File: src/rtl/intr_pkg.sv
// intr_pkg: constants and types shared by the interrupt controller and the
// jump control block.
//   OP_*          control-transfer opcodes (6-bit)
//   intr_state_t  interrupt controller FSM state
//   is_ctl_op()   high for any opcode that redirects the PC
package intr_pkg;

    localparam logic [5:0] OP_JV  = 6'b011100;
    localparam logic [5:0] OP_JNV = 6'b011101;
    localparam logic [5:0] OP_JZ  = 6'b011110;
    localparam logic [5:0] OP_JNZ = 6'b011111;
    localparam logic [5:0] OP_JMP = 6'b011000;
    localparam logic [5:0] OP_RET = 6'b010000;

    typedef enum logic [2:0] {
        IDLE,
        FIRE,
        HOLD1,
        HOLD2,
        SERVICE,
        RETN
    } intr_state_t;

    function automatic logic is_ctl_op(input logic [5:0] op);
        return op inside {OP_JV, OP_JNV, OP_JZ, OP_JNZ, OP_JMP, OP_RET};
    endfunction

endpackage

File: src/rtl/intr_controller_if.sv
// intr_controller_if: request/response bundle between the interrupt sources,
// the decode stage and the interrupt controller.
//   irq_in, op, mask_we, mask_wdata   -> controller
//   interrupt, irq_cause, in_service, pending  <- controller
// master = environment / decode side, slave = controller.
interface intr_controller_if #(
    parameter int N_IRQ = 4
);
    logic [N_IRQ-1:0] irq_in;
    logic [5:0]       op;
    logic             mask_we;
    logic [N_IRQ-1:0] mask_wdata;
    logic             interrupt;
    logic [N_IRQ-1:0] irq_cause;
    logic             in_service;
    logic [N_IRQ-1:0] pending;

    modport master (
        output irq_in, op, mask_we, mask_wdata,
        input  interrupt, irq_cause, in_service, pending
    );

    modport slave (
        input  irq_in, op, mask_we, mask_wdata,
        output interrupt, irq_cause, in_service, pending
    );
endinterface

File: src/rtl/irq_pending_reg.sv
// irq_pending_reg: rising-edge detect on the interrupt lines and the pending
// latch. A new edge and a clear on the same bit in the same cycle leave the
// bit set, so a request arriving as the previous one is taken is not lost.
//   i_irq      external levels (synchronous)
//   i_clr      one-hot clear of the request being taken
//   o_pending  latched requests
module irq_pending_reg #(
    parameter int N_IRQ = 4
) (
    input  logic             clk,
    input  logic             reset,
    input  logic [N_IRQ-1:0] i_irq,
    input  logic [N_IRQ-1:0] i_clr,
    output logic [N_IRQ-1:0] o_pending
);
    logic [N_IRQ-1:0] r_irq_prev;
    logic [N_IRQ-1:0] r_pending;
    logic [N_IRQ-1:0] w_edge;

    // r_irq_prev resets to 0, so a line already high at release is an edge
    assign w_edge = i_irq & ~r_irq_prev;

    always_ff @(posedge clk or negedge reset) begin
        if (!reset) begin
            r_irq_prev <= '0;
            r_pending  <= '0;
        end else begin
            r_irq_prev <= i_irq;
            r_pending  <= (r_pending & ~i_clr) | w_edge;
        end
    end

    assign o_pending = r_pending;
endmodule

File: src/rtl/intr_controller.sv
// intr_controller: masks and prioritises latched interrupt requests and
// issues one single-cycle interrupt pulse per accepted request. A pulse is
// held off while a control-transfer opcode is in decode and while a previous
// interrupt is in service, protecting jump control's single-level save regs.
//   clk, reset        clock, async active-low reset
//   bus (slave)       irq_in/op/mask_we/mask_wdata in,
//                     interrupt/irq_cause/in_service/pending out
module intr_controller
    import intr_pkg::*;
#(
    parameter int N_IRQ = 4
) (
    input  logic              clk,
    input  logic              reset,
    intr_controller_if.slave  bus
);
    intr_state_t      r_state;
    intr_state_t      w_state_nxt;
    logic [N_IRQ-1:0] r_mask;
    logic [N_IRQ-1:0] r_irq_cause;
    logic             r_interrupt;
    logic             r_in_service;

    logic [N_IRQ-1:0] w_pending;
    logic [N_IRQ-1:0] w_eligible;
    logic [N_IRQ-1:0] w_winner;
    logic [N_IRQ-1:0] w_clr;
    logic [N_IRQ-1:0] w_cause_nxt;
    logic             w_ctl_op;
    logic             w_take;
    logic             w_interrupt_nxt;
    logic             w_in_service_nxt;

    irq_pending_reg #(.N_IRQ(N_IRQ)) u_pending (
        .clk       (clk),
        .reset     (reset),
        .i_irq     (bus.irq_in),
        .i_clr     (w_clr),
        .o_pending (w_pending)
    );

    // r_mask is a register, so a write this cycle only affects next decision
    assign w_eligible = w_pending & r_mask;
    // isolate lowest set bit: lowest index wins
    assign w_winner   = w_eligible & (~w_eligible + N_IRQ'(1));
    assign w_ctl_op   = is_ctl_op(bus.op);
    assign w_take     = (r_state == IDLE) && (|w_eligible) && !w_ctl_op;
    assign w_clr      = w_take ? w_winner : '0;

    always_ff @(posedge clk or negedge reset) begin
        if (!reset) begin
            r_state      <= IDLE;
            r_mask       <= '0;
            r_irq_cause  <= '0;
            r_interrupt  <= 1'b0;
            r_in_service <= 1'b0;
        end else begin
            r_state      <= w_state_nxt;
            r_irq_cause  <= w_cause_nxt;
            r_interrupt  <= w_interrupt_nxt;
            r_in_service <= w_in_service_nxt;
            if (bus.mask_we)
                r_mask <= bus.mask_wdata;
        end
    end

    always_comb begin
        w_state_nxt = r_state;
        case (r_state)
            IDLE:    if (w_take) w_state_nxt = FIRE;
            FIRE:    w_state_nxt = HOLD1;
            // RET here is jump control's own pipeline, not the handler return
            HOLD1:   w_state_nxt = HOLD2;
            HOLD2:   w_state_nxt = SERVICE;
            SERVICE: if (bus.op == OP_RET) w_state_nxt = RETN;
            RETN:    w_state_nxt = IDLE;
            default: w_state_nxt = IDLE;
        endcase
    end

    // outputs are computed from the next state and registered, so they are
    // clean flop outputs aligned with the state they describe
    always_comb begin
        w_interrupt_nxt  = (w_state_nxt == FIRE);
        w_in_service_nxt = (w_state_nxt != IDLE);
        w_cause_nxt      = r_irq_cause;
        if (w_take)
            w_cause_nxt = w_winner;
        else if (r_state == RETN)
            w_cause_nxt = '0;
    end

    assign bus.interrupt  = r_interrupt;
    assign bus.in_service = r_in_service;
    assign bus.irq_cause  = r_irq_cause;
    assign bus.pending    = w_pending;
endmodule

File: src/flat_wrapper.sv
// flat-port wrapper written by rule: the top's interface ports become plain ports
module intr_controller_flat import intr_pkg::*;
#(
    parameter int N_IRQ = 4
)
  (clk, reset, bus_irq_in, bus_op, bus_mask_we, bus_mask_wdata, bus_interrupt, bus_irq_cause, bus_in_service, bus_pending);
  intr_controller_if #(.N_IRQ(N_IRQ)) bus_i ();
  input  logic clk;
  input  logic reset;
  input wire logic [$bits(bus_i.irq_in)-1:0] bus_irq_in;
  input wire logic [$bits(bus_i.op)-1:0] bus_op;
  input wire logic [$bits(bus_i.mask_we)-1:0] bus_mask_we;
  input wire logic [$bits(bus_i.mask_wdata)-1:0] bus_mask_wdata;
  output wire logic [$bits(bus_i.interrupt)-1:0] bus_interrupt;
  output wire logic [$bits(bus_i.irq_cause)-1:0] bus_irq_cause;
  output wire logic [$bits(bus_i.in_service)-1:0] bus_in_service;
  output wire logic [$bits(bus_i.pending)-1:0] bus_pending;
  assign bus_i.irq_in = bus_irq_in;
  assign bus_i.op = bus_op;
  assign bus_i.mask_we = bus_mask_we;
  assign bus_i.mask_wdata = bus_mask_wdata;
  assign bus_interrupt = bus_i.interrupt;
  assign bus_irq_cause = bus_i.irq_cause;
  assign bus_in_service = bus_i.in_service;
  assign bus_pending = bus_i.pending;
  intr_controller #(.N_IRQ(N_IRQ)) u_core (.clk(clk), .reset(reset), .bus(bus_i));
endmodule
File: config.mk
export PLATFORM = sky130hd
export DESIGN_NAME = intr_controller_flat
export DESIGN_NICKNAME = d
export VERILOG_FILES = /design/src/rtl/intr_pkg.sv /design/src/rtl/intr_controller_if.sv /design/src/rtl/irq_pending_reg.sv /design/src/rtl/intr_controller.sv /design/src/flat_wrapper.sv
export SDC_FILE = /design/constraint.sdc
export NUM_CORES = 1
export LEC_CHECK = 0
export ABC_CLOCK_PERIOD_IN_PS = 1170
export BUFFER_PORTS_ARGS = -buffer_cell sky130_fd_sc_hd__buf_2
export CAP_MARGIN = 40
export CORE_UTILIZATION = 44
export DETAILED_ROUTE_END_ITERATION = 16
export PLACE_DENSITY = 0.72
export RECOVER_POWER = 25
export SYNTH_ARGS = -nofsm -noshare
export SYNTH_HDL_FRONTEND = slang
export SYNTH_HIERARCHICAL = 1
export SYNTH_SLANG_ARGS = --single-unit
File: constraint.sdc
create_clock -name clk -period 1.17 [get_ports clk]
set_input_delay 0.351 -clock clk [delete_from_list [all_inputs] [get_ports clk]]
set_output_delay 0.351 -clock clk [all_outputs]
set_load 0.005 [all_outputs]
==> flow_summary.ini, run 1 <==
[drt]
drt-pass1-iter-count = 4
drt_iter0_markers = 28
drc = 0
routed_wl_um = 2058
vias = 787
final_antenna_net_count = 0
wl_per_cell_um = 13.03
viasPerCell = 4.981

[sta]
rsz0062_at_grt = true
holdWs_ns = 0.1526
worstMarginPinSlew_ns = 0.5040
timing.final.ws_setup_ns = -0.1788
skew_ns = 0.009999
fmax_mhz = 741.4
setup_violations = 14
fin_crit_ns = 1.349
hold_violations = 0
setup_tns_ns = -1.545
fin_crit_sh_pct = 115.3
slew_viol_final = 0
relSlewSlack_pct = 66.40

[power_and_ir_drop]
p_seq_share_pct = 35.3
powerDensity_nw_per_um2 = 2239
leakage_nw = 0.6841
ir_drop_uv = 1136
total_power_mw = 3.051
p_int_mw = 1.925
power_frac_clock_pct = 11.2
power_switching_mw = 1.127
share_comb_of_total_power_pct = 53.6
switching_share_pct = 36.93

[global_route]
gr-total-overflow = 0
antenna_found_initial = 0
gr-usage-all-layers_pct = 19.59
grt_max_degree = 22
grt_pass1_vias = 676
grt_pass1_wl_um = 2904

[setup_path]
cp-startpoint = u_core/u_pending/o_pending[1]
timing.rr.end = u_core/bus.irq_cause[1]
r2r_cells = 5
cp_max_fo = 5
cp.arrival_ns = 1.58
worstPathRequired_ns = 1.40
endpoint_kind = flop
worstReg2RegStart = u_core/u_pending/o_pending[1]
ff2ff_setup_slack_ns = -0.18
worst-setup-path-type = reg -> reg
cp-start-kind = flop
crit_end = u_core/bus.irq_cause[1]

[clock_tree]
cts.sinks = 21
htree_num_levels = 1
clockBufferDepth = 2
cts_tree = built
cts_made_buffers = 3
clk_latency_ns = 0.31
cts.clk_slew.worst_paths_ns = 0.12
cts_root_buf = clkbuf_4

[synthesis]
yosys.area.top_type = dfrtp_1
ys_top_cells_by_count = 21 x dfrtp_1, 13 x nand2_1, 9 x inv_1
synth_most_common_cell = dfrtp_1
synthFlopType = dfrtp_1
yosysUniqueCellTypes = 23
synth_area_um2 = 914.6
yosysTopAreaCellShare_pct = 57.46
avgSynthCellArea_um2 = 11.58
yosysWarningCount = 6
synth_area_leaders = dfrtp_1 57%, o22ai_2 9.6%, nand2_1 5.3%, mux2_2 4.9%, inv_1 3.7%
synth_seq_cells = 21
syn-instance-count = 79
synth-edff-count = 0
syn_nets = 96
yosysSeqAreaShare_pct = 57.46
async_flop_share_pct = 100.0

[final_layout]
finish.utilization_pct = 69.45
nets = 149
num_antenna_cells = 0
final_design_area_no_fill_um2 = 1363
syn_to_final_growth_pct = 48.97
layout-drive-gt1-share_pct = 56.49
final_cells = 158

[placed_design]
placed_cell_area_um2 = 1179
port_buffers = 26
dpl.cell_count = 144
pre_cts_slack_ns = -0.2383
hpwl_um = 1371
gp_congestion = 0.7424

[job]
maxCapViolations = 0

[status]
violations = setup timing
status = finished with violations

[floorplan]
core-area_um2 = 1962
chipWidth_um = 47.59
die_y_um = 47.59
die_area_um2 = 2265
num_io_pins = 27
rows = 16
start_util_pct = 46.62

[worst_hold_path]
hp-class = in -> reg
==> critical path, cell delays in order, from the launching register on <==
cell	delay [ns]
dfrtp_1	0.42
a222oi_1	0.41
nand2_1	0.15
nand3_2	0.13
inv_4	0.06
o22ai_2	0.12
==> metal layers <==
metal,part of all wire (%),vias to the layer above,GRT usage (%)
met5,0,-,0
met4,1.5,0,8.333
met3,3.7,5,6.792
met2,52,17,31.78
met1,42,387,23.75
li1,-,378,-
==> power groups by stage <==
stage / registers [mW] / clock network (mW) / logic, mW
global route: 1.11 / 0.382 / 1.79
detailed placement: 1.09 / 0 / 1.15
CTS: 1.07 / 0.350 / 1.42
floorplan: 1.15 / 0 / 0.621
global placement: 1.09 / 0 / 1.12
finish: 1.08 / 0.341 / 1.63
==> cell type report <==
type                       count  area (um^2)
clock buffer                   3        22.52
clock inverter                 1        5.005
fill                         142        599.3
inverter                      10        40.04
multi-input combinational     48        415.4
sequential                    21        525.5
tap                           27        33.78
timing repair buffer          48        320.3
==> cells by family (layout without fill, tap and decap cells) <==
kind of cell / Yosys count / after routing / share of synthesized area [%]
simple gates: 29 / 29 / 16.01
flops: 21 / 21 / 57.46
compound gates: 14 / 14 / 16.28
buf+inv: 10 / 62 / 4.378
mux: 4 / 4 / 4.924
xor+xnor: 1 / 1 / 0.9578
==> registers in the layout (all words and copies together), names as in the netlist <==
signal,cells
u_core/bus.in_service,1
u_core/bus.interrupt,1
u_core/bus.irq_cause,4
u_core/r_mask,4
u_core/r_state,3
u_core/u_pending/o_pending,4
u_core/u_pending/r_irq_prev,4
==> how the worst min path moves through the flow <==
| stage | end | startpoint | cells after the start |
|---|---|---|---|
| after global routing | u_core/u_pending/r_irq_prev[1] | bus_irq_in[1] | 1 |
| after CTS | u_core/u_pending/r_irq_prev[0] | bus_irq_in[0] | 1 |
| after global placement | u_core/u_pending/r_irq_prev[2] | reset | 1 |
| final | u_core/u_pending/r_irq_prev[3] | bus_irq_in[3] | 1 |
| after detailed placement | u_core/u_pending/o_pending[2] | reset | 1 |
| after floorplan | u_core/bus.in_service | reset | 0 |
==> layout by cell type (no fill, tap or decap), types with 2 or more instances in the layout <==
master     n
buf_2     22
clkbuf_4   3
inv_1      9
o22ai_2    7
nor2_1     3
nand2_1   11
buf_4     18
nor3_4     2
buf_6      5
nand2_4    2
dfrtp_1   21
nor2b_1    2
mux2_2     4
==> timing repair <==
action	CTS	global route
cloned	0	0
gates resized for setup	5	12
endpoints found under the setup margin	17	21
hold buffers	1	0
pin swaps	4	9
setup buffers	8	1
endpoints found under the hold margin	21	0
(Power assumes the default switching activity.)
==> run 2, diff against run 1 <==
--- a/config.mk
+++ b/config.mk
@@ -10,6 +10,7 @@
 export CAP_MARGIN = 40
 export CORE_UTILIZATION = 44
 export DETAILED_ROUTE_END_ITERATION = 16
+export GPL_TIMING_DRIVEN = 0
 export PLACE_DENSITY = 0.72
 export RECOVER_POWER = 25
 export SYNTH_ARGS = -nofsm -noshare
==> run 2 against run 1 <==
Compared with the run above:
- the run still ends with setup timing left
- power is 9.9% lower
- final cell count is 5.7% lower
- sequential share of layout area is 4.2 points higher
- sequential power is 5% higher
- maximum frequency is 3.8% lower
- flip-flop and latch count stayed put
- clock-buffer cell count is 1 higher
- final area is 9.4% lower
- combinational power is 22% lower
- register-to-register slack worse by 0.05 ns
- first-iteration DRC count is 93% lower
- critical path type unchanged
- largest power group unchanged
==> flow_summary.ini, run 2 (synthesis results as in run 1) <==
[placed_design]
port_buffers = 26
dpl.cell_count = 132
pre_cts_slack_ns = -0.2299
hpwl_um = 1174
gp_congestion = 0.7416
placed_cell_area_um2 = 1089

[global_route]
gr-total-overflow = 0
grt_pass1_vias = 616
antenna_found_initial = 0
grt_pass1_wl_um = 2697
gr-usage-all-layers_pct = 18.06
grt_max_degree = 22

[sta]
hold_violations = 0
relSlewSlack_pct = 69.43
fmax_mhz = 713.5
timing.final.ws_setup_ns = -0.2316
holdWs_ns = 0.1547
skew_ns = 0.0005644
worstMarginPinSlew_ns = 0.4585
slew_viol_final = 0
fin_crit_sh_pct = 119.8
fin_crit_ns = 1.402
rsz0062_at_grt = true
setup_violations = 18

[drt]
wl_per_cell_um = 12.41
drc = 0
routed_wl_um = 1849
viasPerCell = 4.732
vias = 705
final_antenna_net_count = 0
drt-pass1-iter-count = 5
drt_iter0_markers = 2

[status]
status = finished with violations
violations = setup timing

[final_layout]
layout_commonest_cell = buf_2
n_fill_cell = 189
syn_to_final_growth_pct = 35.02
nets = 140
multi_input_area_um2 = 372.9
layout_common_cells = 26 x buf_2, 19 x dfrtp_1, 12 x nand2_1
seq_area_um2 = 528.0
final_cells = 149
layout-drive-gt1-share_pct = 51.64
finish.utilization_pct = 62.95
num_antenna_cells = 0
final_design_area_no_fill_um2 = 1235

[clock_tree]
cts.sinks = 21
cts_made_buffers = 3
clockBufferDepth = 2
cts_tree = built
clk_latency_ns = 0.30
htree_num_levels = 1
cts_root_buf = clkbuf_4
cts.clk_slew.worst_paths_ns = 0.11

[floorplan]
die_y_um = 47.59
core-area_um2 = 1962
start_util_pct = 46.62
die_area_um2 = 2265
rows = 16
chipWidth_um = 47.59
num_io_pins = 27

[worst_hold_path]
hp-class = in -> reg
hold_end = u_core/u_pending/r_irq_prev[0]
min-delay-start = bus_irq_in[0]
hold_depth = 1

[setup_path]
worstPathRequired_ns = 1.41
worstReg2RegStart = u_core/r_mask[2]
r2r_cells = 5
timing.rr.end = u_core/bus.irq_cause[3]
cp-startpoint = u_core/r_mask[2]
endpoint_kind = flop
cp.arrival_ns = 1.64
ff2ff_setup_slack_ns = -0.23
cp_max_fo = 3
cp-start-kind = flop
worst-setup-path-type = reg -> reg

[job]
maxCapViolations = 0

[power_and_ir_drop]
ir_drop_uv = 1226
powerDensity_nw_per_um2 = 2227
leakage_nw = 0.6204
-- run 2: worst max-delay path by stage --
stage                               endpoint  slack (ns)  cells after the start
2_1_floorplan  u_core/u_pending/o_pending[3]       -0.05                      4
3_3_place_gp   u_core/u_pending/o_pending[2]       -0.22                      6
3_5_place_dp   u_core/u_pending/o_pending[2]       -0.23                      6
4_1_cts              u_core/bus.irq_cause[3]       -0.18                      4
5_1_grt              u_core/bus.irq_cause[3]       -0.28                      5
6_report             u_core/bus.irq_cause[3]       -0.23                      5
-- run 2: repair_timing --
item	CTS	global route
pin swaps	4	5
gates resized for setup	0	6
hold buffers	1	0
endpoints found under the hold margin	21	0
setup buffers	5	7
setup endpoints to repair	21	21
-- run 2: through the flow --
stage	power (mW)	setup TNS (ns)
2_1_floorplan	1.772	-0.2141
3_3_place_gp	2.043	-1.720
3_5_place_dp	2.072	-1.700
4_1_cts	2.535	-1.826
5_1_grt	2.964	-2.875
6_report	2.750	-1.707
-- run 2: area by class of cell --
type,count,area share [%]
Multi-Input combinational cell,48,30.19
Inverter,10,3.242
Sequential cell,21,42.76
Tap cell,27,2.736
Clock buffer,4,2.128
Timing Repair Buffer,39,18.95
-- run 2: metal layers --
layer	routed length (um)	GRT usage [%]
met1	804	22.97
met4	55	10.00
met2	927	28.22
met5	0	0
met3	61	4.528
-- run 2: worst max-delay path, stage by stage (launching register included) --
cell	delay (ns)
dfrtp_1	0.42
a222oi_1	0.37
buf_4	0.19
nand3_2	0.09
buf_6	0.12
o22ai_2	0.15
-- run 2: where the power goes --
part | internal, mW | switching, mW | total [mW] | leakage [nW]
clock network | 0.133 | 0.215 | 0.348 | 0.0150
logic | 0.676 | 0.594 | 1.27 | 0.363
registers | 0.946 | 0.185 | 1.13 | 0.243
